## src/rtl/tx_tlp_arbiter_pango.sv

```systemverilog
// tx_tlp_arbiter_pango
//   Packet-granular round-robin arbiter sharing the single TX Classic TLP
//   channel of the Pango PCIe translation layer among C_NUM_SRC producers.
//   A grant is held from the first beat until the end-flag beat is accepted,
//   so TLPs are never interleaved. Framing violations raise a sticky flag.
//
// Ports
//   CLK, RST_N              clock, async active-low reset
//   SRC_TLP*                per-source beat, valid, start/end flags, end offset
//   SRC_TLP_READY           per-source accept (only the granted source sees it)
//   TX_TLP*                 muxed beat towards the translation layer
//   TX_TLP_READY            downstream accept
//   GRANT                   registered one-hot grant, zero when idle
//   BUSY                    a TLP is in flight
//   FRAME_ERR               sticky framing error, cleared only by reset
module tx_tlp_arbiter_pango #(
  parameter int C_PCI_DATA_WIDTH = 128,
  parameter int C_NUM_SRC        = 3
) (
  input  logic                                  CLK,
  input  logic                                  RST_N,
  input  logic [C_NUM_SRC*C_PCI_DATA_WIDTH-1:0] SRC_TLP,
  input  logic [C_NUM_SRC-1:0]                  SRC_TLP_VALID,
  input  logic [C_NUM_SRC-1:0]                  SRC_TLP_START_FLAG,
  input  logic [C_NUM_SRC-1:0]                  SRC_TLP_END_FLAG,
  input  logic [C_NUM_SRC*2-1:0]                SRC_TLP_END_OFFSET,
  output logic [C_NUM_SRC-1:0]                  SRC_TLP_READY,
  output logic [C_PCI_DATA_WIDTH-1:0]           TX_TLP,
  output logic                                  TX_TLP_VALID,
  output logic                                  TX_TLP_START_FLAG,
  output logic [1:0]                            TX_TLP_START_OFFSET,
  output logic                                  TX_TLP_END_FLAG,
  output logic [1:0]                            TX_TLP_END_OFFSET,
  input  logic                                  TX_TLP_READY,
  output logic [C_NUM_SRC-1:0]                  GRANT,
  output logic                                  BUSY,
  output logic                                  FRAME_ERR
);

  localparam int N  = C_NUM_SRC;
  localparam int W  = C_PCI_DATA_WIDTH;
  localparam int PW = (N > 1) ? $clog2(N) : 1;

  typedef enum logic {S_IDLE, S_BUSY} state_t;

  state_t        state;
  logic [N-1:0]  grant;
  logic [PW-1:0] ptr;
  logic          first_beat;
  logic          frame_err;

  // Round-robin pick: first valid source starting at ptr, wrapping mod N.
  logic [N-1:0]  pick;
  logic [PW-1:0] ptr_nxt;
  logic          any_vld;
  int            idx;

  always_comb begin
    pick    = '0;
    ptr_nxt = ptr;
    any_vld = 1'b0;
    idx     = 0;
    for (int k = 0; k < N; k++) begin
      idx = int'(ptr) + k;
      if (idx >= N) idx = idx - N;
      if (!any_vld && SRC_TLP_VALID[idx]) begin
        any_vld   = 1'b1;
        pick[idx] = 1'b1;
        ptr_nxt   = (idx == N - 1) ? '0 : PW'(idx + 1);
      end
    end
  end

  // Output mux driven purely by the registered grant; a zero grant (idle or
  // in reset) forces every TX output low with no clock needed.
  logic [W-1:0] tx_data;
  logic         tx_vld, tx_st, tx_en;
  logic [1:0]   tx_off;

  always_comb begin
    tx_data = '0;
    tx_vld  = 1'b0;
    tx_st   = 1'b0;
    tx_en   = 1'b0;
    tx_off  = '0;
    for (int i = 0; i < N; i++) begin
      if (grant[i]) begin
        tx_data = SRC_TLP[i*W +: W];
        tx_vld  = SRC_TLP_VALID[i];
        tx_st   = SRC_TLP_START_FLAG[i];
        tx_en   = SRC_TLP_END_FLAG[i];
        tx_off  = SRC_TLP_END_OFFSET[i*2 +: 2];
      end
    end
  end

  logic accept;
  assign accept = tx_vld & TX_TLP_READY;

  always_ff @(posedge CLK or negedge RST_N) begin
    if (!RST_N) begin
      state      <= S_IDLE;
      grant      <= '0;
      ptr        <= '0;
      first_beat <= 1'b0;
      frame_err  <= 1'b0;
    end else begin
      case (state)
        S_IDLE: begin
          if (any_vld) begin
            grant      <= pick;
            ptr        <= ptr_nxt;
            first_beat <= 1'b1;
            state      <= S_BUSY;
          end
        end
        S_BUSY: begin
          if (accept) begin
            first_beat <= 1'b0;
            // First beat must carry start; later beats must not.
            if (first_beat != tx_st) frame_err <= 1'b1;
            if (tx_en) begin
              grant <= '0;
              state <= S_IDLE;
            end
          end
        end
        default: state <= S_IDLE;
      endcase
    end
  end

  assign SRC_TLP_READY       = grant & {N{TX_TLP_READY}};
  assign TX_TLP              = tx_data;
  assign TX_TLP_VALID        = tx_vld;
  assign TX_TLP_START_FLAG   = tx_st;
  assign TX_TLP_START_OFFSET = 2'd0;
  assign TX_TLP_END_FLAG     = tx_en;
  assign TX_TLP_END_OFFSET   = tx_off;
  assign GRANT               = grant;
  assign BUSY                = (state == S_BUSY);
  assign FRAME_ERR           = frame_err;

endmodule

```

## config.mk

```make
export PLATFORM = sky130hd
export DESIGN_NAME = tx_tlp_arbiter_pango
export DESIGN_NICKNAME = d
export VERILOG_FILES = /design/src/rtl/tx_tlp_arbiter_pango.sv
export SDC_FILE = /design/constraint.sdc
export NUM_CORES = 1
export LEC_CHECK = 0
export CAP_MARGIN = 0
export CORE_AREA = 10 10 201 203
export DETAILED_ROUTE_END_ITERATION = 7
export DIE_AREA = 0 0 211 213
export PLACE_DENSITY = 0.46
export SLEW_MARGIN = 20
export SYNTH_ARGS = -nofsm -noshare
export SYNTH_HDL_FRONTEND = slang
export SYNTH_SLANG_ARGS = --single-unit
```

## constraint.sdc

```tcl
create_clock -name CLK -period 1.86 [get_ports CLK]
set_clock_uncertainty 0.05 [all_clocks]
set_input_delay 0.372 -clock CLK [delete_from_list [all_inputs] [get_ports CLK]]
set_output_delay 0.372 -clock CLK [all_outputs]
set_load 0.05 [all_outputs]
```

# [After elaboration in Yosys (flattened, before gate mapping)]
# Index checks and enable logic that the tools add are counted.
[totals] register_bits=8 input_bits=402 out_inout_bits=143
[classes] n_addsub=8 magnitude_cmp=9 eq_ne=7 mux=56 bitwise_logic=5 reduce_logical=12
[op_table] operator="128-bit 2-to-1 mux" n=3
[op_table] operator="32-bit by 3-bit == test with 1-bit output, second input constant" n=3
[op_table] operator="32-bit by 1-bit greater-or-equal comparator with 1-bit output, second input constant" n=3
[op_table] operator="32-bit by 4-bit < comparator with 1-bit output, second input constant" n=3
[op_table] operator="32-bit 2-to-1 mux" n=3
[op_table] operator="1-bit 2-to-1 mux" n=26
[op_table] operator="2-bit 2-to-1 mux" n=9
[op_table] operator="3-bit 2-to-1 mux" n=6
[op_table] operator="3-bit AND reduction" n=3
[op_table] operator="3-bit by 2-bit subtractor with 4-bit output, second input constant" n=2
[op_table] operator="2-bit adder, second input constant" n=3
[op_table] operator="1-bit binary-select mux with 2-bit select" n=3
[op_table] operator="1-bit demux with 2-bit select" n=3
[op_table] operator="3-bit by 2-bit greater-or-equal comparator with 1-bit output, second input constant" n=2
[op_table] operator="3-bit bitwise OR" n=2
[op_table] operator="3-bit one-hot mux with 2 select lines" n=1
[op_table] operator="1-bit logical AND" n=5
[op_table] operator="2-bit inequality test, second input constant" n=2
[op_table] operator="1-bit one-hot mux with 2 select lines" n=2
[op_table] operator="2-bit by 1-bit adder with 3-bit output, second input constant" n=1
[op_table] operator="2-bit by 2-bit adder with 3-bit output, second input constant" n=1
[op_table] operator="3-bit AND" n=1
[op_table] operator="3-bit nonzero test" n=1
[op_table] operator="2-bit by 2-bit subtractor with 3-bit output, second input constant" n=1
[op_table] operator="7 further kinds" n=8

# [Depth between registers and ports, before layout]
[logic_depth] depth_word=14 ltp_mapped=8

# [Worst setup path after synthesis]
# No wires, ideal clock.
[synth_timing] path_type="reg2out" start="reg grant[0], in the netlist GRANT[0]" end="out TX_TLP[36]" arrival_time_ps=2629 required_time_ps=1438 path_slack_ps=-1191 stages_incl_launch_ff=7 path_buffers=3 path_cell_list="dfrtp_1 nor2b_1 buf_2 buf_2 clkbuf_1 a22oi_1 o21ai_0"
[synth_via] elab_chain_len=3
[synth_lines] item="start, declared" line_no="47" text="logic [N-1:0] grant;"
[synth_lines] item="start signal, assigned" line_no="111" text="grant <= pick;"
[synth_lines] item="128-bit 2-to-1 mux (3 in series)" line_no="87" text="if (grant[i]) begin"
[synth_lines] item="end, declared" line_no="28" text="output logic [C_PCI_DATA_WIDTH-1:0] TX_TLP,"
# Every way passes these cells.

# [Final worst setup path]
[layout_timing] start="reg grant[1], in the netlist GRANT[1]" end="out TX_TLP[49]"
[layout_via] elab_chain_len=2
[layout_lines] item="128-bit 2-to-1 mux (2 in series)" line_no="87"
# Every way passes these cells.

==> impl_metrics.json <==
{
  "status": "complete, but fails checks",
  "violations": "setup timing",
  "synth.yosys.seq_area_share_pct": 6.35,
  "p_int_mw": 13.0,
  "first_pass_iters": 5,
  "instances_no_fill": 1604,
  "antenna_found_initial": 0,
  "gp_congestion": 0.831,
  "drc_errors": 0,
  "die-area_um2": 44900,
  "io_pins": 545,
  "combPwrFrac_pct": 97.3,
  "ant_nets": 0,
  "synthCells": 547,
  "final_core_utilization_pct": 38.2,
  "avgSynthCellArea_um2": 5.76,
  "totalWireLength_um": 35200,
  "ys.flop_type": "dfrtp_1",
  "worstReg2RegStart": "GRANT[1]$_DFFE_PN0P_",
  "clockBufferDepth": 2,
  "rsz0062_at_grt": "yes",
  "row_count": 70,
  "endpoint_kind": "output port",
  "start_util_pct": 8.69,
  "crit_fanout": 18,
  "synth_cell_type_count": 43,
  "clock_latency_ps": 230,
  "ys.warnings.count": 0,
  "synth_edf_count": 0,
  "cp.required_ps": 1440,
  "die_w_um": 211,
  "nNetsFinal": 1543,
  "rr_endpoint": "GRANT[2]$_DFFE_PN0P_",
  "grt_pass1_wl_um": 46800,
  "hold_buffers": 0,
  "die_h_um": 213,
  "setup-tns-final_ps": -38690,
  "crit_start": "GRANT[1]$_DFFE_PN0P_",
  "grt_overflow": 0,
  "rrSetupSlack_ps": -130,
  "ys_seq_elements": 8,
  "wl_per_cell_um": 21.9,
  "cts_tree": "built",
  "cp-start-kind": "register",
  "switchingPower_mw": 14.5,
  "n_antenna_cell": 0,
  "hold_class": "primary input to async pin",
  "slew_violations": 0,
  "cellPowerDensity_nw_per_um2": 1990,
  "syn_area_um2": 3150,
  "area_growth_pct": 340,
  "fin_ws_ps": -354,
  "async_reset_ff_share_pct": 100,
  "cp.arrival_ps": 1790,
  "p_leak_nw": 4.85,
  "setup_viol": 139,
  "fmax_ghz": 0.452,
  "routed_via_density": 4.16,
  "seq_power_share_pct": 1.3,
  "r2r_cells": 10,
  "period_needed_ps": 2210,
  "fin_crit_sh_pct": 119,
  "critical_path_class": "register to output port",
  "pwr-share-clk_pct": 1.4,
  "path_clk_slew_ps": 40,
  "dp.cells": 1573,
  "drt-initial-drc-count": 385,
  "cts_buffers": 3,
  "core-area_um2": 36300,
  "mostFrequentLayoutCells": "clkdlybuf4s50_1, buf_12, nand2_1",
  "final_common_cell": "clkdlybuf4s50_1",
  "p_sw_share_pct": 52.7,
  "hold_viol_final": 0,
  "cts-root-buf": "clkbuf_16",
  "dp_hpwl_um": 28400,
  "htree_levels": 1,
  "vias": 6678,
  "drv_cap": 0,
  "grt_max_degree": 33,
  "cts_sinks": 8,
  "grt_usage_pct": 13.8,
  "port_buffers": 542,
  "peakVddDrop_v": 0.000804,
  "drive_gt1_share_pct": 45.5,
  "grt_pass1_vias": 7011
}
kinds of logic (layout without fill, tap and decap cells):
family          after synthesis  in the layout  synth area share, %
buf+inv                      70            658                 9.21
compound gates              295            295                 59.8
xor+xnor                      1              1                0.278
other cells                   1              2                0.119
flops                         8              8                 6.35
simple gates                165            165                 21.7
mux                           3              3                0.953
fa+ha+maj                     4              4                 1.59
flip-flops by register name, indices dropped and copies added, names as in the netlist:
signal	count
GRANT	3
FRAME_ERR	1
ptr	2
first_beat	1
BUSY	1
worst max-delay path, stage by stage, from the launching register on:
cell and delay (ps):
dfrtp_4 500, nor2b_4 150, buf_4 140, buf_12 140
buf_16 180, a22oi_1 100, o21ai_2 170, buf_12 160
layer usage:
metal  wire (µm)  GRT usage, %
met2       18300          25.2
met3        2890          4.85
met5           0             0
met4         388          2.20
met1       13600          15.2
metrics by stage:
stage	hold slack (ps)	power, mW	instance area [µm²]	setup slack, ps
floorplan	26.4	13.6	4800	-489
CTS	412	26.4	13100	-368
finish	388	27.6	13900	-354
detailed placement	405	25.3	12600	-282
global placement	398	25.2	12600	-246
global route	429	28.8	13900	-421
cell usage after synthesis, drive strengths merged (2+ instances only):
| cell | instances | area, µm² |
|---|---|---|
| a21o | 3 | 22.5 |
| a21oi | 8 | 43.8 |
| a22oi | 131 | 983 |
| a31oi | 4 | 25.0 |
| and2 | 3 | 18.8 |
| buf | 25 | 121 |
| clkbuf | 41 | 154 |
| dfrtp | 8 | 200 |
| ha | 4 | 50.1 |
| inv | 4 | 15.0 |
| mux2i | 3 | 30.0 |
| nand2 | 138 | 518 |
| nand2b | 3 | 18.8 |
| nand3 | 6 | 30.0 |
| nor2 | 3 | 11.3 |
| nor2b | 5 | 31.3 |
| o21ai | 135 | 676 |
| o22a | 2 | 17.5 |
| or2 | 2 | 15.0 |
power groups by stage:
stage	Combinational [mW]	Sequential [mW]	Clock, mW
after detailed placement	24.9	0.364	0
after floorplan	13.1	0.479	0
final	26.8	0.366	0.377
after global placement	24.9	0.360	0
after global routing	28.0	0.383	0.401
after CTS	25.7	0.372	0.383
final cells by class:
cell class | instances | area, µm²
fillers | 3595 | 22400
repair buffers | 650 | 8200
multi-input cells | 470 | 4780
well taps | 468 | 586
flip-flops and latches | 8 | 209
clock buffers | 4 | 78.8
inverters | 4 | 15.0
worst max-delay path by stage:
stage | to | cells after the start
6_report | TX_TLP[49] | 7
5_1_grt | TX_TLP[49] | 7
4_1_cts | TX_TLP[18] | 7
3_5_place_dp | GRANT[0]$_DFFE_PN0P_ | 6
3_3_place_gp | GRANT[0]$_DFFE_PN0P_ | 6
2_1_floorplan | TX_TLP[36] | 6
repair_timing:
item | CTS | global route
endpoints found under the setup margin | 141 | 142
cloned | 4 | 8
pin swaps | 5 | 38
endpoints found under the hold margin | 0 | 0
gates resized for setup | 43 | 114
setup buffers | 5 | 10
(Power assumes the default switching activity.)
